--- src/rtl/pico_bus_fabric_pkg.sv ---
// rtl/pico_bus_fabric_pkg.sv - shared widths, FSM state type and index-width helper
package pico_bus_pkg;

   localparam int ADDR_W = 32;
   localparam int DATA_W = 32;
   localparam int STRB_W = 4;

   typedef enum logic [1:0] {
      ST_IDLE,
      ST_ACCESS,
      ST_RESP
   } state_e;

   function automatic int idx_width(input int n);
      return (n > 1) ? $clog2(n) : 1;
   endfunction

endpackage

--- src/rtl/pico_bus_fabric_if.sv ---
// rtl/pico_bus_fabric_if.sv - master-side and slave-side bus signals with fabric-facing modports
interface pico_bus_fabric_if
   import pico_bus_pkg::*;
#(
   parameter int NSLV = 4
) ();

   logic                   m_valid;
   logic                   m_instr;
   logic [ADDR_W-1:0]      m_addr;
   logic [DATA_W-1:0]      m_wdata;
   logic [STRB_W-1:0]      m_wstrb;
   logic                   m_ready;
   logic [DATA_W-1:0]      m_rdata;
   logic                   err_irq;
   logic [ADDR_W-1:0]      err_addr;

   logic [NSLV-1:0]        s_sel;
   logic [ADDR_W-1:0]      s_addr;
   logic [DATA_W-1:0]      s_wdata;
   logic [STRB_W-1:0]      s_wstrb;
   logic [NSLV-1:0]        s_ready;
   logic [NSLV*DATA_W-1:0] s_rdata;

   // Fabric view of the requesting master.
   modport master (
      input  m_valid, m_instr, m_addr, m_wdata, m_wstrb,
      output m_ready, m_rdata, err_irq, err_addr
   );

   // Fabric view of the slave regions.
   modport slave (
      output s_sel, s_addr, s_wdata, s_wstrb,
      input  s_ready, s_rdata
   );

endinterface

--- src/rtl/pico_bus_fabric_addr_decode.sv ---
// rtl/pico_bus_fabric_addr_decode.sv - base/mask region match, lowest index wins
module pico_addr_decode
   import pico_bus_pkg::*;
#(
   parameter int NSLV  = 4,
   parameter int IDX_W = idx_width(NSLV)
) (
   input  logic [ADDR_W-1:0]      addr_i,
   input  logic [NSLV*ADDR_W-1:0] bases_i,
   input  logic [NSLV*ADDR_W-1:0] masks_i,
   output logic                   hit_o,
   output logic [IDX_W-1:0]       index_o
);

   // Scan from the top down so the lowest matching index overwrites the rest.
   always_comb begin
      hit_o   = 1'b0;
      index_o = '0;
      for (int i = NSLV - 1; i >= 0; i--) begin
         if ((masks_i[i*ADDR_W +: ADDR_W] != '0) &&
             ((addr_i & masks_i[i*ADDR_W +: ADDR_W]) ==
              (bases_i[i*ADDR_W +: ADDR_W] & masks_i[i*ADDR_W +: ADDR_W]))) begin
            hit_o   = 1'b1;
            index_o = IDX_W'(i);
         end
      end
   end

endmodule

--- src/rtl/pico_bus_fabric.sv ---
// rtl/pico_bus_fabric.sv - single-master to NSLV-slave fabric; BUS_TIMEOUT_EN adds a slave-wait timeout
module pico_bus_fabric
   import pico_bus_pkg::*;
#(
   parameter int                     NSLV        = 4,
   parameter logic [NSLV*ADDR_W-1:0] SLV_BASE    = {32'h0010_0000, 32'h0001_0000, 32'h0000_0000, 32'h0000_0000},
   parameter logic [NSLV*ADDR_W-1:0] SLV_MASK    = {32'hFFFF_FFF0, 32'hFFF0_0000, 32'hFFFF_FC00, 32'h0000_0000},
   parameter int                     TIMEOUT_CYC = 255,
   parameter logic [DATA_W-1:0]      ERR_RDATA   = 32'h0000_0000
) (
   input  logic               clk,
   input  logic               reset,
   pico_bus_fabric_if.master  mst_if,
   pico_bus_fabric_if.slave   slv_if
);

   localparam int IDX_W = idx_width(NSLV);

   state_e              state_q;
   logic [IDX_W-1:0]    idx_q;
   logic [NSLV-1:0]     sel_q;
   logic [ADDR_W-1:0]   addr_q;
   logic [DATA_W-1:0]   wdata_q;
   logic [STRB_W-1:0]   wstrb_q;
   logic                m_ready_q;
   logic [DATA_W-1:0]   rdata_q;
   logic                err_irq_q;
   logic [ADDR_W-1:0]   err_addr_q;
   logic                dec_hit;
   logic [IDX_W-1:0]    dec_idx;

`ifdef BUS_TIMEOUT_EN
   localparam logic [15:0] TMO_LAST = 16'(TIMEOUT_CYC - 1);
   logic [15:0]         cnt_q;
`endif

   pico_addr_decode #(
      .NSLV  (NSLV),
      .IDX_W (IDX_W)
   ) u_decode (
      .addr_i  (mst_if.m_addr),
      .bases_i (SLV_BASE),
      .masks_i (SLV_MASK),
      .hit_o   (dec_hit),
      .index_o (dec_idx)
   );

   always_ff @(posedge clk or posedge reset) begin
      if (reset) begin
         state_q    <= ST_IDLE;
         idx_q      <= '0;
         sel_q      <= '0;
         addr_q     <= '0;
         wdata_q    <= '0;
         wstrb_q    <= '0;
         m_ready_q  <= 1'b0;
         rdata_q    <= '0;
         err_irq_q  <= 1'b0;
         err_addr_q <= '0;
`ifdef BUS_TIMEOUT_EN
         cnt_q      <= '0;
`endif
      end else begin
         m_ready_q <= 1'b0;
         err_irq_q <= 1'b0;
         case (state_q)
            ST_IDLE: begin
               if (mst_if.m_valid) begin
                  if (dec_hit) begin
                     addr_q         <= mst_if.m_addr;
                     wdata_q        <= mst_if.m_wdata;
                     wstrb_q        <= mst_if.m_wstrb;
                     idx_q          <= dec_idx;
                     sel_q          <= '0;
                     sel_q[dec_idx] <= 1'b1;
`ifdef BUS_TIMEOUT_EN
                     cnt_q          <= '0;
`endif
                     state_q        <= ST_ACCESS;
                  end else begin
                     // Unmapped address: answer straight away, nothing reaches a slave.
                     rdata_q    <= ERR_RDATA;
                     err_addr_q <= mst_if.m_addr;
                     err_irq_q  <= 1'b1;
                     m_ready_q  <= 1'b1;
                     state_q    <= ST_RESP;
                  end
               end
            end
            ST_ACCESS: begin
               if (slv_if.s_ready[idx_q]) begin
                  rdata_q   <= slv_if.s_rdata[{idx_q, 5'd0} +: DATA_W];
                  sel_q     <= '0;
                  m_ready_q <= 1'b1;
                  state_q   <= ST_RESP;
               end
`ifdef BUS_TIMEOUT_EN
               else if (cnt_q == TMO_LAST) begin
                  rdata_q    <= ERR_RDATA;
                  err_addr_q <= addr_q;
                  err_irq_q  <= 1'b1;
                  sel_q      <= '0;
                  m_ready_q  <= 1'b1;
                  state_q    <= ST_RESP;
               end else begin
                  cnt_q <= cnt_q + 16'd1;
               end
`endif
            end
            ST_RESP: state_q <= ST_IDLE;
            default: state_q <= ST_IDLE;
         endcase
      end
   end

   assign mst_if.m_ready  = m_ready_q;
   assign mst_if.m_rdata  = rdata_q;
   assign mst_if.err_irq  = err_irq_q;
   assign mst_if.err_addr = err_addr_q;
   assign slv_if.s_sel    = sel_q;
   assign slv_if.s_addr   = addr_q;
   assign slv_if.s_wdata  = wdata_q;
   assign slv_if.s_wstrb  = wstrb_q;

endmodule

--- src/flat_wrapper.sv ---
// flat-port wrapper written by rule: the top's interface ports become plain ports
module pico_bus_fabric_flat import pico_bus_pkg::*;
#(
   parameter int                     NSLV        = 4,
   parameter logic [NSLV*ADDR_W-1:0] SLV_BASE    = {32'h0010_0000, 32'h0001_0000, 32'h0000_0000, 32'h0000_0000},
   parameter logic [NSLV*ADDR_W-1:0] SLV_MASK    = {32'hFFFF_FFF0, 32'hFFF0_0000, 32'hFFFF_FC00, 32'h0000_0000},
   parameter int                     TIMEOUT_CYC = 255,
   parameter logic [DATA_W-1:0]      ERR_RDATA   = 32'h0000_0000
)
  (clk, reset, mst_if_m_valid, mst_if_m_instr, mst_if_m_addr, mst_if_m_wdata, mst_if_m_wstrb, mst_if_m_ready, mst_if_m_rdata, mst_if_err_irq, mst_if_err_addr, slv_if_s_sel, slv_if_s_addr, slv_if_s_wdata, slv_if_s_wstrb, slv_if_s_ready, slv_if_s_rdata);
  pico_bus_fabric_if #(.NSLV(NSLV)) mst_if_i ();
  pico_bus_fabric_if #(.NSLV(NSLV)) slv_if_i ();
  input  logic clk;
  input  logic reset;
  input wire logic [$bits(mst_if_i.m_valid)-1:0] mst_if_m_valid;
  input wire logic [$bits(mst_if_i.m_instr)-1:0] mst_if_m_instr;
  input wire logic [$bits(mst_if_i.m_addr)-1:0] mst_if_m_addr;
  input wire logic [$bits(mst_if_i.m_wdata)-1:0] mst_if_m_wdata;
  input wire logic [$bits(mst_if_i.m_wstrb)-1:0] mst_if_m_wstrb;
  output wire logic [$bits(mst_if_i.m_ready)-1:0] mst_if_m_ready;
  output wire logic [$bits(mst_if_i.m_rdata)-1:0] mst_if_m_rdata;
  output wire logic [$bits(mst_if_i.err_irq)-1:0] mst_if_err_irq;
  output wire logic [$bits(mst_if_i.err_addr)-1:0] mst_if_err_addr;
  output wire logic [$bits(slv_if_i.s_sel)-1:0] slv_if_s_sel;
  output wire logic [$bits(slv_if_i.s_addr)-1:0] slv_if_s_addr;
  output wire logic [$bits(slv_if_i.s_wdata)-1:0] slv_if_s_wdata;
  output wire logic [$bits(slv_if_i.s_wstrb)-1:0] slv_if_s_wstrb;
  input wire logic [$bits(slv_if_i.s_ready)-1:0] slv_if_s_ready;
  input wire logic [$bits(slv_if_i.s_rdata)-1:0] slv_if_s_rdata;
  assign mst_if_i.m_valid = mst_if_m_valid;
  assign mst_if_i.m_instr = mst_if_m_instr;
  assign mst_if_i.m_addr = mst_if_m_addr;
  assign mst_if_i.m_wdata = mst_if_m_wdata;
  assign mst_if_i.m_wstrb = mst_if_m_wstrb;
  assign mst_if_m_ready = mst_if_i.m_ready;
  assign mst_if_m_rdata = mst_if_i.m_rdata;
  assign mst_if_err_irq = mst_if_i.err_irq;
  assign mst_if_err_addr = mst_if_i.err_addr;
  assign slv_if_s_sel = slv_if_i.s_sel;
  assign slv_if_s_addr = slv_if_i.s_addr;
  assign slv_if_s_wdata = slv_if_i.s_wdata;
  assign slv_if_s_wstrb = slv_if_i.s_wstrb;
  assign slv_if_i.s_ready = slv_if_s_ready;
  assign slv_if_i.s_rdata = slv_if_s_rdata;
  pico_bus_fabric #(.NSLV(NSLV), .SLV_BASE(SLV_BASE), .SLV_MASK(SLV_MASK), .TIMEOUT_CYC(TIMEOUT_CYC), .ERR_RDATA(ERR_RDATA)) u_core (.clk(clk), .reset(reset), .mst_if(mst_if_i), .slv_if(slv_if_i));
endmodule
--- config.mk ---
export PLATFORM = sky130hd
export DESIGN_NAME = pico_bus_fabric_flat
export DESIGN_NICKNAME = d
export VERILOG_FILES = /design/src/rtl/pico_bus_fabric_pkg.sv /design/src/rtl/pico_bus_fabric_if.sv /design/src/rtl/pico_bus_fabric_addr_decode.sv /design/src/rtl/pico_bus_fabric.sv /design/src/flat_wrapper.sv
export SDC_FILE = /design/constraint.sdc
export NUM_CORES = 1
export LEC_CHECK = 0
export ABC_CLOCK_PERIOD_IN_PS = 5800
export BUFFER_PORTS_ARGS = -buffer_cell sky130_fd_sc_hd__buf_2
export CELL_PAD_IN_SITES_DETAIL_PLACEMENT = 1
export CELL_PAD_IN_SITES_GLOBAL_PLACEMENT = 1
export CORE_MARGIN = 10
export CORE_UTILIZATION = 37
export DETAILED_ROUTE_END_ITERATION = 12
export GPL_TIMING_DRIVEN = 0
export PLACE_DENSITY = 0.82
export REMOVE_ABC_BUFFERS = 1
export SLEW_MARGIN = 5
export SYNTH_ARGS = -nofsm -noshare
export SYNTH_HDL_FRONTEND = slang
export SYNTH_SLANG_ARGS = --single-unit
--- constraint.sdc ---
create_clock -name clk -period 5.8 [get_ports clk]
set_clock_uncertainty 0.1 [all_clocks]
set_input_delay 1.16 -clock clk [delete_from_list [all_inputs] [get_ports clk]]
set_output_delay 1.16 -clock clk [all_outputs]
set_load 0.005 [all_outputs]
# Word-level counts from Yosys, hierarchy flattened
# Cells that the tools add are included.
[totals]
regBits = 142
out_inout_bits = 138
wordCells = 58
[op_classes]
n_lt_le_gt_ge = 3
eq_ne = 6
n_shift = 1
muxes = 27
n_bitwise = 1
reduce_logical = 10
[ops]
columns = ["operator", "n"]
rows = [
  ["128-bit by 8-bit variable part select with 32-bit output", 1],
  ["32-bit 2-to-1 mux", 3],
  ["32-bit zero test", 2],
  ["32-bit case mux with 2 select lines", 1],
  ["28-bit by 17-bit equality test with 1-bit output (second input constant)", 1],
  ["2-bit 2-to-1 mux", 6],
  ["4-bit 2-to-1 mux", 3],
  ["1-bit 2-to-1 mux", 9],
  ["4-bit case mux with 2 select lines", 1],
  ["4-bit AND reduction", 2],
  ["2-bit by 3-bit < comparator with 1-bit output (second input constant)", 2],
  ["3-bit AND reduction", 2],
  ["2-bit by 1-bit != test with 1-bit output (second input constant)", 2],
  ["2-bit != test (second input constant)", 2],
  ["2-bit case mux with 2 select lines", 1],
  ["1-bit binary-select mux with 2-bit select", 1],
  ["1-bit demux with 2-bit select", 1],
  ["2-bit by 1-bit equality test with 1-bit output (second input constant)", 1],
  ["2-bit by 1-bit >= comparator with 1-bit output (second input constant)", 1],
  ["2-bit zero test", 1],
  ["1-bit case mux with 2 select lines", 1],
  ["2-bit AND reduction", 1],
  ["2-bit nonzero test", 1],
  ["1-bit logical AND", 1],
  ["1-bit inverter", 1],
]

# Depth between registers and ports, before layout
[depth]
word_depth = 11
mapped_depth = 8
depth_no_buf = 4

# Hierarchy
# A second synthesis with hierarchy kept.
[unflattened]
cells_unflattened = 758
area_unflattened_um2 = 8464.4
[by_module_without_submodules]
columns = ["mod", "instances", "cells_per_inst", "area_per_inst_um2", "seq_area_each_um2"]
rows = [
  ["pico_bus_fabric", 1, 495, 6414.9, 3553.4],
  ["pico_addr_decode", 1, 263, 2049.5, 0.0],
]

# Worst setup path before layout
# OpenSTA, ideal clock, no wires.
[synth_timing]
kind = "input port to flip-flop"
from = "input mst_if_m_addr[24]"
to = "register u_core.addr_q[12], in the netlist u_core.slv_if.s_addr[12]"
setup_time_ns = 0.124
arrival_time_ns = 2.881
path_slack_ns = 2.695
stages = 6
path_cell_list = "or4_1 > buf_2 > or4_4 > buf_6 > buf_6 > a211o_1"
[synth_via]
elab_chain_cells = 5
elab_cells_between_ends = 7
[synth_lines]
columns = ["element", "line", "rtl"]
rows = [
  ["from (decl)", "flat_wrapper.sv:17", "input wire logic [$bits(mst_if_i.m_addr)-1:0] mst_if_m_addr;"],
  ["28-bit by 17-bit equality test with 1-bit output", "pico_bus_fabric_addr_decode.sv:21", "((addr_i & masks_i[i*ADDR_W +: ADDR_W]) =="],
  ["1-bit 2-to-1 mux (2 in series)", "pico_bus_fabric_addr_decode.sv:20", "if ((masks_i[i*ADDR_W +: ADDR_W] != '0) &&"],
  ["1-bit 2-to-1 mux (*)", "pico_bus_fabric_addr_decode.sv:20", ""],
  ["3-bit AND reduction (no source line) (*)", "--", ""],
  ["to (signal assigned)", "pico_bus_fabric.sv:70", "addr_q <= mst_if.m_addr;"],
  ["to (decl)", "pico_bus_fabric.sv:22", "logic [ADDR_W-1:0] addr_q;"],
]
# Mark *: on every way between the ends. The rest lies on a longest branch, timed or not.
# A chain may end at the register's enable or synchronous reset.

# Worst setup path after layout
[layout_timing]
from = "input mst_if_m_addr[20]"
to = "register u_core.addr_q[23], in the netlist u_core.slv_if.s_addr[23]"
# Same word-level chain as after synthesis.

==> run metrics <==
Hold Path Cell Cnt=2; # setup viols final=0; total number of vias=9151; Initial Utilization=0.374; FF-to-FF Start=u_core.state_q[0]; Distinct cells, synth=47; reg2reg setup slack=2.64 ns; htree depth=4; status=finished clean; Critical Path AT=~4.4 ns; pre-CTS WS=about 1.2 ns; Post-synth top flop=dfrtp_1; number of post-CTS setup repair buffers=0; Core Area=0.0234 sq mm; Pre-antenna DRT Iters=5; Tmin final=4.26 ns; Design Power=2.51 mW; Min-Delay Endpoint=u_core.slv_if.s_addr[20]; Worst Path Buf+Inv=2; Synth Area per Inst=9.56 sq um; Peak VDD IR=0.151 mV; clock root buffer=clkbuf_16; die area=0.0302 sq mm; LEAKAGE=between 4 and 5 nW; Cells after Synth=915; initial antenna violation count=3; Total Nets Final=1379; DP HPWL=25200 um; CTS tree=done; gr ovfl total=0; Max Clock Freq=0.235 GHz; Synth Register Bits=142; number of port buffers=340; Worst Path Required=5.94 ns; WL/cell=around 24 um; critical path class=primary input to flip-flop; worst reg2reg endpoint=u_core.slv_if.s_sel[3]; clock tree buffer depth=2; placed cells=1475; Int Pwr=1.77 mW; Die Height=174 um; CTS Buf Count=17; CP peak stage delay=0.91 ns; Tightest Hold Check Type=flip-flop to flip-flop; gpl congestion=between 0.8 and 0.9; Final Cycle Share=0.735; post-synthesis sequential area ratio=0.406; layout filler cell count=~2800; worst-skew pair later-pin latency=0.41 ns; Resized Gates After CTS=0; pin count of the biggest net entering global routing=slightly above 100; final wirelength=35800 um; Synth Warn #=0; Antenna Nets Post-Route=0; first-pass GRT wire length=~56000 um; NetSw=0.736 mW; Worst slew margin=0.110; RSZ-0062 raised after global routing=false; cts hold-fix bufs=0; DR vias/cell=slightly above 6; max_cap viols=0; CP Max Fanout=101; Final Hold Viols=0; Layout area overhead=29.7%; Startpoint Class=primary input; Final Slew Violations=0; sequential power share=0.427; total clock sinks=142; DRC=0; CP Cell Sequence=buf_6, buf_16, nor4b_1, nand2_2, o21ai_2, a21boi_0; sw frac=0.293; asr flop ratio synth=1.00; post-route setup slack=1.54 ns; # rows=56; Worst R2R Path Depth=8; Gate power share=0.149; Slowest-stage cell, CP=o21ai_2; CP top delay family=simple AND/OR/NAND/NOR gates; IO Count=342; Clk pin slew, worst setup/hold paths=0.08 ns; CP endpoint kind=flip-flop; share of cells above drive strength 1=0.380; GR Util All Layers=0.226; Post-synth EDFFs=0; Worst-Margin Slew=1.34 ns; clock share of power=0.424; die extent in x=about 170 um; pwr/cell area=221 mW/mm^2; initial DRC count=806; non-filler cells, final=1511; number of global-route vias before repair=9478; synthesized area=between 0.008 and 0.009 sq mm; Hold Startpoint=u_core.slv_if.s_addr[20]
-- layout by cell type, fill, tap and decap left out, drive strengths merged, types with 2 or more instances in the layout --
master    Yosys  routed
diode         0       4
mux4         33      33
a21boi       12      12
buf          25     360
and2          3       3
o311a        31      31
nand3        48      48
o21ai        40      40
nand4       111     111
o211ai       41      41
a21oi        17      17
inv          17      25
nor3b        13      13
a211o        12      12
clkinvlp      0       5
a31o          2       2
clkbuf       94      18
or3           2       2
a31oi         3       3
nor2          4       4
or4           3       3
dfrtp       142     142
o2111ai      15      15
nor3          4       4
nor2b        21      21
nand3b       40      40
a221oi       20      20
a22oi        36      36
a22o          2       2
nor4          5       5
nand2       108     108
-- kinds of logic (layout without fill, tap and decap cells) --
logic type / after synthesis / in the layout / synth area share
mux: 33 / 33 / 0.0849
compound gates: 235 / 235 / 0.202
flops: 142 / 142 / 0.406
simple gates: 369 / 369 / 0.240
other cells: 0 / 4 / 0
buf+inv: 136 / 409 / 0.0668
-- state kept, by name, indices dropped and copies added (netlist names) --
name	cells
u_core.mst_if.err_addr	32
u_core.mst_if.m_rdata	32
u_core.slv_if.s_addr	32
u_core.slv_if.s_wdata	32
u_core.slv_if.s_sel	4
u_core.slv_if.s_wstrb	4
u_core.idx_q	2
u_core.state_q	2
u_core.mst_if.err_irq	1
u_core.mst_if.m_ready	1
-- per-layer routing --
layer  track usage  vias to the layer above  part of all wire
met1         0.299                     4708              0.43
met5             0                        -           0.00036
met2         0.367                      315              0.49
li1              -                     4100                 -
met3        0.0562                       26             0.066
met4        0.0488                        2             0.011
-- synth_stat cells (2+ instances only) --
library cell  number  area share
nand2_1          108       0.046
nand4_1          111       0.079
nor4_1             4      0.0029
or4_1              2      0.0017
clkbuf_1          94       0.040
o311a_1           31       0.035
inv_1             17      0.0073
a31o_2             2      0.0020
o21ai_0           34       0.019
nor2b_1           21       0.015
nand3b_1          40       0.034
a22o_1             2      0.0020
o21ai_1            6      0.0034
a22oi_1           36       0.031
buf_6              8       0.010
a211o_1           12       0.012
nor2_1             4      0.0017
and2_1             3      0.0021
a31oi_1            3      0.0021
buf_2             11      0.0063
a21boi_0          12       0.010
dfrtp_1          142        0.41
buf_1              6      0.0026
nor3b_1            5      0.0043
a221oi_1          20       0.020
nor3_1             3      0.0017
mux4_2            33       0.085
o211ai_1          41       0.035
a21oi_1           17      0.0097
nand3_1           48       0.027
o2111ai_1         15       0.015
or3_1              2      0.0014
nor3b_2            8       0.011
-- power groups by stage --
stage	combinational [mW]	clock [mW]	sequential, mW
after floorplan	0.162	0	1.08
after CTS	0.378	1.09	1.07
after global routing	0.411	1.13	1.08
after detailed placement	0.376	0	1.09
after global placement	0.356	0	1.08
final	0.374	1.06	1.07
-- worst min-delay path: stages (launching register included) --
cell,delay (ns)
dfrtp_1,0.34
a31oi_1,0.05
nor2_1,0.07
-- metrics by stage --
step	hold slack (ns)	TNS [ns]	cell area, sq um	util
after floorplan	0.386	-78.75	8230	-
after global placement	0.376	-695.19	10300	0.441
after detailed placement	0.393	0	10800	0.461
after CTS	0.408	0	11300	0.484
after global routing	0.433	0	11300	0.484
final	0.404	0	11300	0.485
-- layout make-up --
cell class,count,area [sq um],area share
clock buffer,18,429,0.0378
clock inverter,14,124,0.0109
timing repair buffer,360,2070,0.182
sequential,142,3560,0.313
inverter,17,71.3,0.00629
multi-input combinational,637,4690,0.413
tap,319,399,0.0352
antenna,4,10.0,0.000882
-- worst max-delay path by stage --
stage,depth (start not counted),slack (ns),from,end
global route,6,1.21,mst_if_m_addr[20],u_core.slv_if.s_addr[21]
finish,6,1.54,mst_if_m_addr[20],u_core.slv_if.s_addr[23]
CTS,6,1.61,mst_if_m_addr[20],u_core.slv_if.s_addr[23]
floorplan,4,-1.41,mst_if_m_valid,u_core.slv_if.s_sel[3]
detailed placement,6,1.16,mst_if_m_addr[20],u_core.slv_if.s_addr[23]
global placement,5,-6.72,mst_if_m_valid,u_core.slv_if.s_sel[3]
(Power assumes the default switching activity.)
